===== config.mk =====
export PLATFORM = sky130hd
export DESIGN_NAME = corr_scan_sequencer
export DESIGN_NICKNAME = d
export VERILOG_FILES = /design/src/rtl/corr_scan_sequencer.sv
export SDC_FILE = /design/constraint.sdc
export NUM_CORES = 1
export LEC_CHECK = 0
export CAP_MARGIN = 20
export CORE_MARGIN = 2
export CORE_UTILIZATION = 40
export CTS_CLUSTER_SIZE = 30
export DETAILED_ROUTE_END_ITERATION = 16
export GPL_TIMING_DRIVEN = 1
export HOLD_SLACK_MARGIN = 0.03
export REMOVE_ABC_BUFFERS = 1
export SKIP_LAST_GASP = 1
export SLEW_MARGIN = 10
export SYNTH_ARGS = -nofsm -noshare
export SYNTH_HDL_FRONTEND = slang
export SYNTH_SLANG_ARGS = --single-unit

===== constraint.sdc =====
create_clock -name iCLK -period 3.6 [get_ports iCLK]
set_input_delay 0.54 -clock iCLK [delete_from_list [all_inputs] [get_ports iCLK]]
set_output_delay 0.54 -clock iCLK [all_outputs]
set_load 0.005 [all_outputs]

===== src/rtl/corr_scan_sequencer.sv =====
// corr_scan_sequencer
// Walks the correlation engine over a coarse raster of candidate (X,Y) start
// points after a frame has been saved. It keeps the strictly largest
// correlation and reports its coordinates with a one-cycle done pulse. A
// per-point watchdog aborts the scan and raises a sticky error if the engine
// stalls.
// Optional feature macro: CORR_REFINE_EN adds a step-1 refinement pass over a
// clamped window around the coarse best point.
module corr_scan_sequencer #(
  parameter int H_RES   = 640,
  parameter int V_RES   = 480,
  parameter int STEP    = 4,
  parameter int TIMEOUT = 65535
) (
  input  logic        iCLK,
  input  logic        iRST,
  input  logic        iFrameDone,
  output logic        oCorrStart,
  output logic [12:0] oX,
  output logic [12:0] oY,
  input  logic        iCorrFinished,
  input  logic [15:0] iCurrentCorr,
  output logic [12:0] oXresult,
  output logic [12:0] oYresult,
  output logic [15:0] oBestCorr,
  output logic        oBusy,
  output logic        oDone,
  output logic        oErr
);

  localparam logic [2:0] ST_IDLE        = 3'd0;
  localparam logic [2:0] ST_ISSUE       = 3'd1;
  localparam logic [2:0] ST_WAIT        = 3'd2;
  localparam logic [2:0] ST_UPDATE      = 3'd3;
  localparam logic [2:0] ST_NEXT        = 3'd4;
  localparam logic [2:0] ST_DONE        = 3'd5;
  localparam logic [2:0] ST_REFINE_INIT = 3'd6;

  // Candidate sums are formed at 14 bits so a step past the edge cannot wrap.
  localparam logic [13:0] X_MAX     = 14'(H_RES - 1);
  localparam logic [13:0] Y_MAX     = 14'(V_RES - 1);
  localparam logic [13:0] PITCH     = 14'(STEP);
  localparam logic [15:0] TMO_LIMIT = 16'(TIMEOUT);

  logic [2:0]  state_r;
  logic [15:0] cnt_r;
  logic [15:0] corr_r;
  logic        best_valid_r;

  logic [13:0] x_pitch_s;
  logic [13:0] y_pitch_s;
  logic [13:0] x_lim_s;
  logic [13:0] y_lim_s;
  logic [12:0] x_first_s;
  logic [13:0] x_cand_s;
  logic [13:0] y_cand_s;
  logic [15:0] cnt_next_s;
  logic        load_best_s;

`ifdef CORR_REFINE_EN
  localparam logic [12:0] REACH13 = 13'(STEP - 1);
  localparam logic [13:0] REACH14 = 14'(STEP - 1);

  logic        refine_r;
  logic [12:0] x_lo_r;
  logic [13:0] x_hi_r;
  logic [13:0] y_hi_r;

  logic [12:0] win_x_lo_s;
  logic [12:0] win_y_lo_s;
  logic [13:0] win_x_hi_s;
  logic [13:0] win_y_hi_s;

  // Refinement window around the coarse best, clamped to the frame edges.
  always_comb begin
    win_x_lo_s = (oXresult >= REACH13) ? (oXresult - REACH13) : 13'd0;
    win_y_lo_s = (oYresult >= REACH13) ? (oYresult - REACH13) : 13'd0;
    win_x_hi_s = (({1'b0, oXresult} + REACH14) > X_MAX) ? X_MAX : ({1'b0, oXresult} + REACH14);
    win_y_hi_s = (({1'b0, oYresult} + REACH14) > Y_MAX) ? Y_MAX : ({1'b0, oYresult} + REACH14);
  end
`endif

  // Stepping parameters of the current pass and the next-point candidate sums.
  always_comb begin
    x_pitch_s = PITCH;
    y_pitch_s = PITCH;
    x_lim_s   = X_MAX;
    y_lim_s   = Y_MAX;
    x_first_s = 13'd0;
`ifdef CORR_REFINE_EN
    if (refine_r) begin
      x_pitch_s = 14'd1;
      y_pitch_s = 14'd1;
      x_lim_s   = x_hi_r;
      y_lim_s   = y_hi_r;
      x_first_s = x_lo_r;
    end else begin
      x_pitch_s = PITCH;
      y_pitch_s = PITCH;
      x_lim_s   = X_MAX;
      y_lim_s   = Y_MAX;
      x_first_s = 13'd0;
    end
`endif
    x_cand_s    = {1'b0, oX} + x_pitch_s;
    y_cand_s    = {1'b0, oY} + y_pitch_s;
    cnt_next_s  = cnt_r + 16'd1;
    // First point of a scan always loads; afterwards only a strictly larger value.
    load_best_s = (!best_valid_r) || (corr_r > oBestCorr);
  end

  // Scan FSM with candidate coordinates, watchdog and best-result registers.
  always_ff @(posedge iCLK or negedge iRST) begin
    if (!iRST) begin
      state_r      <= ST_IDLE;
      cnt_r        <= 16'd0;
      corr_r       <= 16'd0;
      best_valid_r <= 1'b0;
      oCorrStart   <= 1'b0;
      oX           <= 13'd0;
      oY           <= 13'd0;
      oXresult     <= 13'd0;
      oYresult     <= 13'd0;
      oBestCorr    <= 16'd0;
      oBusy        <= 1'b0;
      oDone        <= 1'b0;
      oErr         <= 1'b0;
`ifdef CORR_REFINE_EN
      refine_r     <= 1'b0;
      x_lo_r       <= 13'd0;
      x_hi_r       <= 14'd0;
      y_hi_r       <= 14'd0;
`endif
    end else begin
      oCorrStart <= 1'b0;
      oDone      <= 1'b0;
      case (state_r)
        ST_IDLE: begin
          if (iFrameDone) begin
            oErr         <= 1'b0;
            best_valid_r <= 1'b0;
            oX           <= 13'd0;
            oY           <= 13'd0;
            oBusy        <= 1'b1;
`ifdef CORR_REFINE_EN
            refine_r     <= 1'b0;
`endif
            state_r      <= ST_ISSUE;
          end
        end
        ST_ISSUE: begin
          oCorrStart <= 1'b1;
          cnt_r      <= 16'd0;
          state_r    <= ST_WAIT;
        end
        ST_WAIT: begin
          cnt_r <= cnt_next_s;
          // A finish in the same cycle as the watchdog limit takes priority.
          if (iCorrFinished) begin
            corr_r  <= iCurrentCorr;
            state_r <= ST_UPDATE;
          end else if (cnt_next_s == TMO_LIMIT) begin
            oErr    <= 1'b1;
            oBusy   <= 1'b0;
            oDone   <= 1'b1;
            state_r <= ST_DONE;
          end
        end
        ST_UPDATE: begin
          if (load_best_s) begin
            oXresult  <= oX;
            oYresult  <= oY;
            oBestCorr <= corr_r;
          end
          best_valid_r <= 1'b1;
          state_r      <= ST_NEXT;
        end
        ST_NEXT: begin
          if (x_cand_s <= x_lim_s) begin
            oX      <= x_cand_s[12:0];
            state_r <= ST_ISSUE;
          end else begin
            oX <= x_first_s;
            if (y_cand_s <= y_lim_s) begin
              oY      <= y_cand_s[12:0];
              state_r <= ST_ISSUE;
            end else begin
`ifdef CORR_REFINE_EN
              if (!refine_r) begin
                state_r <= ST_REFINE_INIT;
              end else begin
                oBusy   <= 1'b0;
                oDone   <= 1'b1;
                state_r <= ST_DONE;
              end
`else
              oBusy   <= 1'b0;
              oDone   <= 1'b1;
              state_r <= ST_DONE;
`endif
            end
          end
        end
        ST_DONE: begin
          state_r <= ST_IDLE;
        end
`ifdef CORR_REFINE_EN
        ST_REFINE_INIT: begin
          refine_r <= 1'b1;
          x_lo_r   <= win_x_lo_s;
          x_hi_r   <= win_x_hi_s;
          y_hi_r   <= win_y_hi_s;
          oX       <= win_x_lo_s;
          oY       <= win_y_lo_s;
          state_r  <= ST_ISSUE;
        end
`endif
        default: begin
          state_r <= ST_IDLE;
        end
      endcase
    end
  end

endmodule


== Word-level counts from Yosys, hierarchy flattened ==
Index checks and enable logic that the tools add are counted.

* Input bits: 20
* Word-level logic and storage cells: 77
* Register bits: 108
* Output and inout bits: 72

* Equality and inequality tests: 12
* $lt $le $gt $ge: 3
* Reduce and logical (&&, ||, !) cells: 16
* Add/subtract/negate cells: 3
* Mux-type cells: 30

{| class="wikitable"
|+ Operator list
! kind !! number
|-
| $mux 13 || 4
|-
| $pmux 13 s2 || 2
|-
| $pmux 16 s2 || 1
|-
| $add 13x3->14 const B || 2
|-
| $add 16x1->16 const B || 1
|-
| $eq 16x16->1 const B || 1
|-
| $gt 16x16->1 || 1
|-
| $mux 3 || 5
|-
| $pmux 3 s5 || 1
|-
| $le 14x10->1 const B || 1
|-
| $le 14x9->1 const B || 1
|-
| $mux 1 || 13
|-
| $ne 2x2->1 const B || 6
|-
| $reduce_and 2->1 || 5
|-
| $reduce_and 4->1 || 2
|-
| $reduce_bool 2->1 || 4
|-
| $eq 3x2->1 const B || 2
|-
| $pmux 1 s2 || 3
|-
| $reduce_and 6->1 || 1
|-
| $eq 3x1->1 const B || 1
|-
| $eq 3x3->1 const B || 1
|-
| $logic_not 3->1 || 1
|-
| $ne 3x3->1 const B || 1
|-
| $pmux 1 s3 || 1
|-
| other kinds (3) || 3
|}

== Longest topological paths before layout ==
Gate-level depths: netlist (run 1).

* Word-level depth: 5
* Depth in mapped cells: 10
* Mapped depth without buffers: 8

== Worst setup path after synthesis (run 1) ==
Ideal clock, no wire load.

* Path type: reg-to-reg
* From: register oBestCorr[15]
* To: register oBestCorr[15]
* Stages on the path, launching flop included: 11
* Period minus slack after synthesis: 2.258 ns
* Slack: 1.342 ns
* Data arrival time: 2.188 ns
* Required time: 3.531 ns
* Buffers on the path: 2
* Library setup time: 0.069 ns
* Cells stage by stage: dfrtp_1 > inv_1 > ha_1 > nand3_1 > nor4_1 > a21boi_0 > a211o_1 > buf_2 > buf_1 > nand4_1 > nand3_1

* Word-level cells in the longest chain between the ends: 3

{| class="wikitable"
|+ RTL lines
! element !! line !! source
|-
| start: declaration || 25 || <nowiki>output logic [15:0] oBestCorr,</nowiki>
|-
| start signal: assignment || 173 || <nowiki>oBestCorr <= corr_r;</nowiki>
|-
| $gt 16x16->1 || 109 || <nowiki>load_best_s = (!best_valid_r) || (corr_r > oBestCorr);</nowiki>
|-
| $logic_or 1x1->1 || 109 ||
|-
| $reduce_and 2->1 (no line) || - ||
|}

No other way between the ends.
A chain may end at the register's enable or synchronous reset.

== Final worst setup path (run 1) ==
* From: register oY[3]
* To: register oY[10]

* Word-level cells in the longest chain between the ends: 4
* Elaborated cells on any way between the ends: 7
* Classes of those cells: add/sub (1); order compare (1); eq/ne (1); mux (3); reduce/logical (1)

{| class="wikitable"
|+ RTL lines
! element !! line !! source
|-
| start: declaration || 20 || <nowiki>output logic [12:0] oY,</nowiki>
|-
| start signal: assignment || 185 || <nowiki>oY <= y_cand_s[12:0];</nowiki>
|-
| $add 13x3->14 * || 106 || <nowiki>y_cand_s = {1'b0, oY} + y_pitch_s;</nowiki>
|-
| $le 14x9->1 or $mux 13 (tied branches) || 184 || <nowiki>if (y_cand_s <= y_lim_s) begin</nowiki>
|-
| $ne 2x2->1 (no line) or $mux 13 (tied branches) || - ||
|-
| $reduce_and 4->1 (no line) or $pmux 13 s2 (tied branches) || - ||
|}

Every way passes the cells marked *; elsewhere a longest branch is shown, timed or not. The select of a mux whose other input is x is not followed.

==> metrics.txt, run 1 <==
number of optimization iterations in the first detailed-route pass=5; pin count of the biggest net entering global routing=77; global-route total usage across every layer=a little over a fifth; Power per Cell Area=a little under 700 nW/um2; peak per-stage delay on the critical path=around 0.77 ns; number of flops mapped to enable cells by yosys=0; share of async-settable or async-resettable flops after synthesis=100%; placeable core region=around 15,000 um2; total of buffers placed on input and output ports=just over 80; worst reg2reg endpoint=oY[10]; Lkg Pwr=3.12 nW; synth warn=0; min cycle time layout=~2.9 ns; CP Data Required Time=between 3 and 4 ns; H-tree depth=3; path type of the worst setup path=flop to flop; clk buf depth=2; global placer's final weighted congestion=0.866; post-detailed-routing wire length=around 17,000 um; global route overflow=0; pins over their slew limit=0; Remaining DRCs=0; number of clock buffers inserted by TritonCTS=9; signal arrival time at the worst endpoint=about 3.1 ns; number of buffers inserted by post-CTS setup repair=0; slew at the pin closest to its max-slew limit=roughly 1 ns; # diodes=0; post-cts repair resize count=0; via count=around 5,700; number of antenna violations at the first check in global routing=0; Reg-to-Reg Start=oY[3]; post-synthesis average cell area=between 8 and 9 um2; worst hold path type=input pin to async pin; Horiz. Die Dim=around 130 um; Critical Path Source Type=flop; RSZ-0062 raised after global routing=false; overall power consumption=approximately 5.2 mW; number of routed nets with antenna violations=0; WHS=roughly 0.24 ns; max frequency=between 0.3 and 0.4 GHz; period utilisation layout=roughly four fifths; ys flop type=dfrtp_1; post-synthesis cell area=around 6300 um2; highest-delay cell along the critical path=a311oi_2; number of library cell types mapped by synthesis=66; clock sink count=100; Routed WL per cell=between 15 and 20 um; TritonCTS clock tree=built; root buf cell=clkbuf_16; post-DP HPWL=roughly 11,000 um; main area contributors after synthesis=dfrtp_1 40%, nand4_1 5.1%, o211ai_1 4.9%; first-pass GRT wire length=roughly 28,000 um; endpoints failing hold=0; crit end category=flop; die footprint=around 17,000 um2; y dimension of the die=129 um; critical-path maximum fanout=12; outcome=completed; relative slew slack=around 33%; # setup viols final=0; insertion delay to the later sink of the worst-skew pair=~0.35 ns; filler cell count in the final layout=~1,400; Worst Clk Skew=approximately 0.0056 ns; Mapped Cells=roughly 700; Register-to-Register Setup Slack=between 0.7 and 0.8 ns; number of global-route vias before repair=between 5,000 and 6,000; Max Cap Viol=0; vias per cell=5.89; effective utilization at floorplan=approximately 41%; synthesis-to-finish area growth=20.0%; worst IR drop on VDD=0.424 mV; number of core rows=45; area taken by flip-flops and latches=2500 um2; fraction of final layout cells with drive strength greater than 1=under 10%; critical-path cell list=ha_1, nand2b_1, a21oi_1, a21o_1, a311oi_2, a31oi_1, and2_1; cell type with the largest total area after synthesis=dfrtp_1; sequential area share after synthesis=between 40% and 50%; Multi-input gate area=3360 um2; violation count after the first detailed-route iteration=between 400 and 500; number of buffers inserted by hold repair at cts=0; Top Ports=92; number of nets at the end of the flow=785; total of flip-flops plus latches after synthesis=100; Worst Reg-to-Reg Cells=7; clock-pin transition on the worst setup and hold timing paths=about 0.070 ns; share of the synthesized area in the top cell type=about two fifths
==> cell usage after synthesis, types with 15 or more instances <==
library cell  number
dfrtp_1          100
nand3_1           55
a21oi_1           53
nand4_1           51
clkbuf_1          45
o211ai_1          41
nor3b_1           40
nand2_1           38
o21ai_0           36
nor2_1            24
inv_1             23
ha_1              21
a21o_1            15
mux2_2            15
==> power by group <==
part	leakage (nW)	switching, mW	internal, mW
clock network	0.149	0.436	0.575
logic	1.67	1.36	1.01
registers	1.30	0.379	1.40
total	3.12	2.17	2.99
==> flip-flops by register name, indices dropped and copies added (netlist names), 3 cells and up <==
register   cells
cnt_r         16
corr_r        16
oBestCorr     16
oX            11
oXresult      11
oY            11
oYresult      11
state_r        3
==> metrics by stage <==
stage          utilization (%)  cell area [um2]  TNS (ns)  setup slack (ns)  cells
2_1_floorplan                -             5940     -9.12            -0.240    635
3_3_place_gp              47.0             7170         0             0.693    942
3_5_place_dp              47.1             7180         0             0.764    943
4_1_cts                   49.1             7490         0             0.741    959
5_1_grt                   49.2             7510         0             0.488    960
6_report                  49.2             7510         0             0.728    960
==> cell usage in the layout, fill, tap and decap left out, types with 5 or more instances in the layout <==
master,instances
nand3_1,55
nand4_1,51
a21oi_1,53
and2_1,12
o211ai_1,41
nor2_1,24
nand2_1,37
a21o_1,15
o31ai_1,5
a31oi_1,6
nor4_1,6
nor3_1,8
inv_1,23
and3_1,7
ha_1,21
nand3b_1,5
clkdlybuf4s50_1,82
nor2b_1,5
dfrtp_1,99
buf_4,12
conb_1,8
nor3b_1,40
o21ai_0,36
mux2_2,15
clkbuf_16,9
mux2i_1,5
==> area by class of cell <==
type | instances | area share (%)
multi-input cells | 512 | 44.8
flip-flops and latches | 100 | 33.3
repair buffers | 98 | 13.1
well taps | 211 | 3.52
clock inverters | 4 | 0.633
inverters | 23 | 1.15
clock buffers | 12 | 3.42
==> per-layer routing <==
| layer | GRT usage [%] | wire, um | up-vias |
|---|---|---|---|
| met4 | 7.99 | 361 | 0 |
| met2 | 34.0 | 7920 | 169 |
| met5 | 0 | 0 | - |
| met1 | 27.4 | 7610 | 2785 |
| met3 | 4.67 | 909 | 28 |
| li1 | - | - | 2677 |
==> how the worst max path moves through the flow <==
stage                              from           end  slack [ns]  cells past startpoint
final                             oY[3]        oY[10]        0.73                      7
after global routing      oBestCorr[14]  oXresult[10]        0.49                      9
after CTS                 oBestCorr[14]   oYresult[4]        0.74                      9
after detailed placement  oBestCorr[14]  oYresult[10]        0.76                      9
after global placement    oBestCorr[11]  oYresult[12]        0.69                      9
after floorplan            oBestCorr[5]  oBestCorr[0]       -0.24                      8
==> cell families (layout without fill, tap and decap cells) <==
kind of cell	Yosys count	count (layout)	synth area share [%]
xor+xnor	5	5	0.700
buf+inv	96	137	6.86
flops	100	100	40.0
compound gates	184	184	19.0
mux	20	20	3.50
other cells	1	8	0.0600
fa+ha+maj	21	21	4.20
simple gates	274	274	25.6
==> worst max-delay path, delay by kind of cell, from the launching register on <==
kind / cells / cell delay [ns]
and+or+nand+nor: 2 / 0.43
DFF: 1 / 0.53
adders and majority gates: 1 / 0.40
AOI/OAI and AO/OA: 4 / 1.39
No activity file was read; power rests on OpenSTA's default activity.
==> run 2: changes to the inputs <==
==> constraint.sdc (replaced) <==
create_clock -name iCLK -period 2.34 [get_ports iCLK]
set_input_delay 0.351 -clock iCLK [delete_from_list [all_inputs] [get_ports iCLK]]
set_output_delay 0.351 -clock iCLK [all_outputs]
set_load 0.005 [all_outputs]
==> run 2 against run 1 <==
Against the previous run:
- final area up 5.7%
- critical endpoint is now oYresult[12]
- clock skew increased by 0.0031 ns
- sequential share of layout area is 1.8 points lower
- via count rose by 3.6%
- global-route usage increased by 0.51 points
- worst setup slack got worse by 0.60 ns
- sequential power is 44% higher
- total power up 62%
- wire length rose by 3.3%
- clock power grew 66%
==> metrics.txt, run 2 (synthesis results as in run 1) <==
outcome=completed; vias per cell=approximately 5.8; WHS=roughly 0.53 ns; global-route total usage across every layer=a little over a fifth; number of global-route vias before repair=between 5,000 and 6,000; # diodes=0; number of nets at the end of the flow=roughly 830; max frequency=0.452 GHz; sw frac=about 40%; area taken by flip-flops and latches=between 2000 and 3000 um2; filler cell count in the final layout=1,409; largest registers in the final layout=cnt_r: 16 flops, corr_r: 16 flops, oBestCorr: 16 flops; endpoints failing hold=0; global route overflow=0; y dimension of the die=~130 um; number of optimization iterations in the first detailed-route pass=5; Sequential Power Share=a little under a third; effective utilization at floorplan=roughly two fifths; most frequent standard cell in the layout excluding fill and tap cells=dfrtp_1; Max Cap Viol=0; share of power burned in the clock network=about 20%; period utilisation layout=~95%; worst hold path type=flop to flop; TritonCTS clock tree=built; violation count after the first detailed-route iteration=roughly 490; synthesis-to-finish area growth=27.0%; Remaining DRCs=0; worst reg2reg endpoint=oYresult[12]; global placer's final weighted congestion=around 0.88; Routed WL per cell=about 17 um; via count=roughly 5,900; clk buf depth=2; Combinational Power Share=49.2%; Critical Path Source Type=flop; min-delay src=oXresult[7]; number of routed nets with antenna violations=0; # setup viols final=0; crit end category=flop; first-pass GRT wire length=28,800 um; Hold Path Stages=2; internal power=4.94 mW; Multi-input gate area=3390 um2; post-detailed-routing wire length=17,300 um; Lkg Pwr=about 3.4 nW; Top Ports=92; Power per Cell Area=1060 nW/um2; signal arrival time at the worst endpoint=approximately 2.4 ns; Worst Reg-to-Reg Cells=9; slew at the pin closest to its max-slew limit=between 0.7 and 0.8 ns; insertion delay to the later sink of the worst-skew pair=0.35 ns; most frequent cells in the layout=97 x dfrtp_1, 82 x clkdlybuf4s50_1, 59 x buf_4; Reg-to-Reg Start=corr_r[6]; hold worst-path end=oXresult[7]; total of buffers placed on input and output ports=between 80 and 90; post-DP HPWL=between 10,000 and 15,000 um; CP Data Required Time=~2.6 ns; clock sink count=100; min cycle time layout=around 2.2 ns; pin count of the biggest net entering global routing=79; number of antenna violations at the first check in global routing=0; relative slew slack=around 48%; number of core rows=45; root buf cell=clkbuf_16; overall power consumption=~8.4 mW; Worst Clk Skew=around 0.0087 ns; die footprint=between 15,000 and 20,000 um2; worst IR drop on VDD=0.692 mV; placed cells=roughly 990; switching component of the power=between 3 and 4 mW; Register-to-Register Setup Slack=about 0.13 ns; fraction of final layout cells with drive strength greater than 1=roughly 15%; H-tree depth=3; path type of the worst setup path=flop to flop; placeable core region=between 15,000 and 20,000 um2; Horiz. Die Dim=129 um; clock-pin transition on the worst setup and hold timing paths=approximately 0.070 ns; Non-Filler Instances=roughly 1,000; pins over their slew limit=0; critical-path maximum fanout=30; number of clock buffers inserted by TritonCTS=9
run 2: cell count changes in the layout (fill, tap and decap cells not counted), moves of 2 or more:
cell / before / now
dfrtp_2: 1 / 3
buf_4: 12 / 59
clkinv_2: 2 / 0
dfrtp_1: 99 / 97
buf_6: 0 / 2
run 2: how the worst max path moves through the flow:
stage            startpoint            to  cells after the start
2_1_floorplan  oBestCorr[5]  oBestCorr[0]                      8
3_3_place_gp     corr_r[14]  oBestCorr[0]                      9
3_5_place_dp     corr_r[15]   oXresult[2]                      9
4_1_cts          corr_r[15]   oXresult[2]                      9
5_1_grt               oY[3]    state_r[2]                      8
6_report          corr_r[6]  oYresult[12]                      9
run 2: area by class of cell:
| cell class | instances | area share (%) |
|---|---|---|
| Clock buffer | 11 | 3.18 |
| Clock inverter | 5 | 1.06 |
| Inverter | 23 | 1.09 |
| Multi-Input combinational cell | 512 | 42.7 |
| Sequential cell | 100 | 31.6 |
| Tap cell | 211 | 3.33 |
| Timing Repair Buffer | 147 | 17.1 |
run 2: power by group through the flow:
| stage | sequential, mW | clock, mW | combinational [mW] |
|---|---|---|---|
| global route | 2.64 | 1.79 | 4.56 |
| CTS | 2.57 | 1.73 | 4.05 |
| detailed placement | 2.60 | 0 | 4.01 |
| floorplan | 2.68 | 0 | 1.87 |
| finish | 2.57 | 1.68 | 4.12 |
| global placement | 2.57 | 0 | 3.95 |
run 2: routing by layer:
| layer | up-vias | GRT usage [%] | part of all wire (%) |
|---|---|---|---|
| met3 | 21 | 4.91 | 5.3 |
| met1 | 2878 | 28.4 | 44 |
| met2 | 175 | 35.6 | 49 |
| met5 | - | 0 | 0 |
| met4 | 0 | 5.69 | 1.3 |
| li1 | 2787 | - | - |
run 2: metrics by stage:
stage               utilization [%]  setup slack [ns]    TNS, ns  cell area, um2
global route                   52.0         -0.000617  -0.000617            7940
detailed placement             49.5          -0.00946    -0.0115            7550
floorplan                         -             -1.50     -57.00            5940
CTS                            51.8            0.0256          0            7900
global placement               49.5            0.0659          0            7550
finish                         52.0             0.128          0            7940
run 2: repair_timing:
action / 4_1_cts / 5_1_grt
endpoints found under the setup margin: 24 / 48
buffers inserted: 0 / 1
pin swaps: 0 / 1
hold buffers: 1 / 0
hold endpoints to repair: 41 / 0
gates resized for setup: 1 / 9
run 2: critical path, stage by stage, from the launching register on:
cell and delay [ns]:
dfrtp_1 0.42, ha_1 0.31, nand4_1 0.16, nor4_4 0.29, a21boi_2 0.20, buf_4 0.13
a211oi_4 0.04, buf_12 0.20, o211ai_1 0.20, nand3_1 0.11
==> run 3: changes to the inputs <==
--- a/config.mk
+++ b/config.mk
@@ -6,8 +6,7 @@
 export NUM_CORES = 1
 export LEC_CHECK = 0
 export CAP_MARGIN = 20
-export CORE_MARGIN = 2
-export CORE_UTILIZATION = 40
+export CORE_UTILIZATION = 30
 export CTS_CLUSTER_SIZE = 30
 export DETAILED_ROUTE_END_ITERATION = 16
 export GPL_TIMING_DRIVEN = 1
==> run 3 against run 2 <==
Against the previous run:
- wire length grew 0.64%
- total power increased by 2.5%
- flip-flop and latch count unchanged
- combinational power grew 8.0%
- cell count up 7.0%
==> metrics.txt, run 3 (synthesis results as in run 1) <==
TritonCTS clock tree=built; Worst Reg-to-Reg Cells=10; number of antenna violations at the first check in global routing=0; Max Cap Viol=0; root buf cell=clkbuf_16; utilization after layout=about 40%; Horiz. Die Dim=around 150 um; Register-to-Register Setup Slack=0.10 ns; most frequent standard cell in the layout excluding fill and tap cells=dfrtp_1; global route overflow=0; number of nets at the end of the flow=roughly 850; switching component of the power=roughly 3.6 mW; Power per Cell Area=1050 nW/um2; first-pass GRT wire length=~29,000 um; total of buffers placed on input and output ports=between 80 and 90; clk buf depth=2; violation count after the first detailed-route iteration=~400; number of optimization iterations in the first detailed-route pass=4; CP top delay family=simple AND/OR/NAND/NOR gates; signal arrival time at the worst endpoint=2.48 ns; number of clock buffers inserted by TritonCTS=9; number of routed nets with antenna violations=0; internal power=~5.0 mW; worst reg2reg endpoint=oYresult[6]; outcome=completed; global placer's final weighted congestion=just over 0.8; slew at the pin closest to its max-slew limit=0.756 ns; Worst Clk Skew=~0.012 ns; Top Ports=92; highest-delay cell along the critical path=dfrtp_2; relative slew slack=between 40% and 50%; number of buffer and inverter instances along the worst setup path=3; critical-path cell list=ha_4, nand4_1, nor4_4, a21boi_2, buf_4, a211oi_4, buf_6, buf_12, o211ai_1, nand3_1; insertion delay to the later sink of the worst-skew pair=around 0.36 ns; Reg-to-Reg Start=corr_r[10]; y dimension of the die=about 150 um; most frequent cells in the layout=98 x dfrtp_1, 82 x clkdlybuf4s50_1, 69 x buf_4; path type of the worst setup path=flop to flop; placeable core region=around 20,000 um2; post-detailed-routing wire length=17,500 um; worst setup slack after placement=0.0113 ns; vias per cell=approximately 5.3; largest registers in the final layout=cnt_r: 16 flops, corr_r: 16 flops, oBestCorr: 16 flops; crit end category=flop; worst IR drop on VDD=0.476 mV; effective utilization at floorplan=between 30 and 40%; Combinational Power Share=between 50% and 60%; H-tree depth=3; pins over their slew limit=0; Remaining DRCs=0; Sequential Power Share=roughly 30%; Routed WL per cell=between 15 and 20 um; max frequency=~0.45 GHz; number of core rows=between 50 and 60; endpoints failing hold=0; peak per-stage delay on the critical path=about 0.45 ns; global-route total usage across every layer=16.5%; CP Data Required Time=around 2.6 ns; # setup viols final=0; fraction of final layout cells with drive strength greater than 1=between 15 and 20%; critical-path maximum fanout=18; number of global-route vias before repair=around 5,400; RSZ-0062 raised after global routing=true; synthesis-to-finish area growth=30.3%; period utilisation layout=roughly 96%; placed cells=roughly 1,100; min cycle time layout=between 2 and 2.5 ns; die footprint=approximately 21,000 um2; overall power consumption=about 8.6 mW; Lkg Pwr=about 3.4 nW; clock sink count=100; via count=~5,700; worst hold path type=input pin to async pin; WHS=between 0.3 and 0.4 ns; post-DP HPWL=~12,000 um; Non-Filler Instances=~1,100; sw frac=around two fifths; Critical Path Source Type=flop; pin count of the biggest net entering global routing=79; share of power burned in the clock network=a little under a fifth; worst-case setup margin in the final layout=0.104 ns; clock-pin transition on the worst setup and hold timing paths=0.08 ns; # diodes=0
-- run 3: cell types whose count changed in the layout (fill, tap and decap cells not counted), moves of 2 or more --
| cell | delta |
|---|---|
| clkbuf_8 | -2 |
| buf_4 | +10 |
| inv_6 | +2 |
| ha_4 | +4 |
| buf_12 | +2 |
| ha_1 | -3 |
-- run 3: final cells by class --
cell class,instances,area [um2]
fillers,2012,12200
multi-input cells,512,3440
flip-flops and latches,100,2500
repair buffers,159,1470
well taps,270,338
clock buffers,9,225
inverters,23,86.3
clock inverters,7,80.1
-- run 3: worst max-delay path by stage --
stage,start,cells past startpoint,endpoint
global placement,corr_r[14],9,oYresult[11]
detailed placement,corr_r[14],9,oYresult[3]
CTS,corr_r[14],8,oYresult[6]
floorplan,oBestCorr[5],8,oBestCorr[0]
global route,corr_r[10],10,oBestCorr[1]
finish,corr_r[10],10,oYresult[6]
-- run 3: metal layers --
metal | track usage [%] | wire, um
met1 | 21.9 | 8020
met2 | 26.6 | 8140
met3 | 3.47 | 964
met4 | 5.83 | 331
met5 | 0 | 0
-- run 3: power by group through the flow --
stage / Combinational (mW) / Clock (mW) / Sequential, mW
3_5_place_dp: 4.25 / 0 / 2.56
6_report: 4.45 / 1.58 / 2.55
4_1_cts: 4.28 / 1.62 / 2.53
3_3_place_gp: 4.23 / 0 / 2.55
2_1_floorplan: 1.87 / 0 / 2.68
5_1_grt: 4.88 / 1.69 / 2.62
-- run 3: through the flow --
step,cell area (um2),setup TNS (ns)
2_1_floorplan,5940,-57.00
3_3_place_gp,7730,-0.00104
3_5_place_dp,7730,0
4_1_cts,8060,0
5_1_grt,8150,-0.0757
6_report,8150,0
-- run 3: timing repair --
item                                   CTS  global route
endpoints found under the hold margin   14             0
setup buffers                            0             4
setup endpoints to repair               20            38
hold buffers                             1             0
resized for setup                        1            12
pin swaps                                0            13
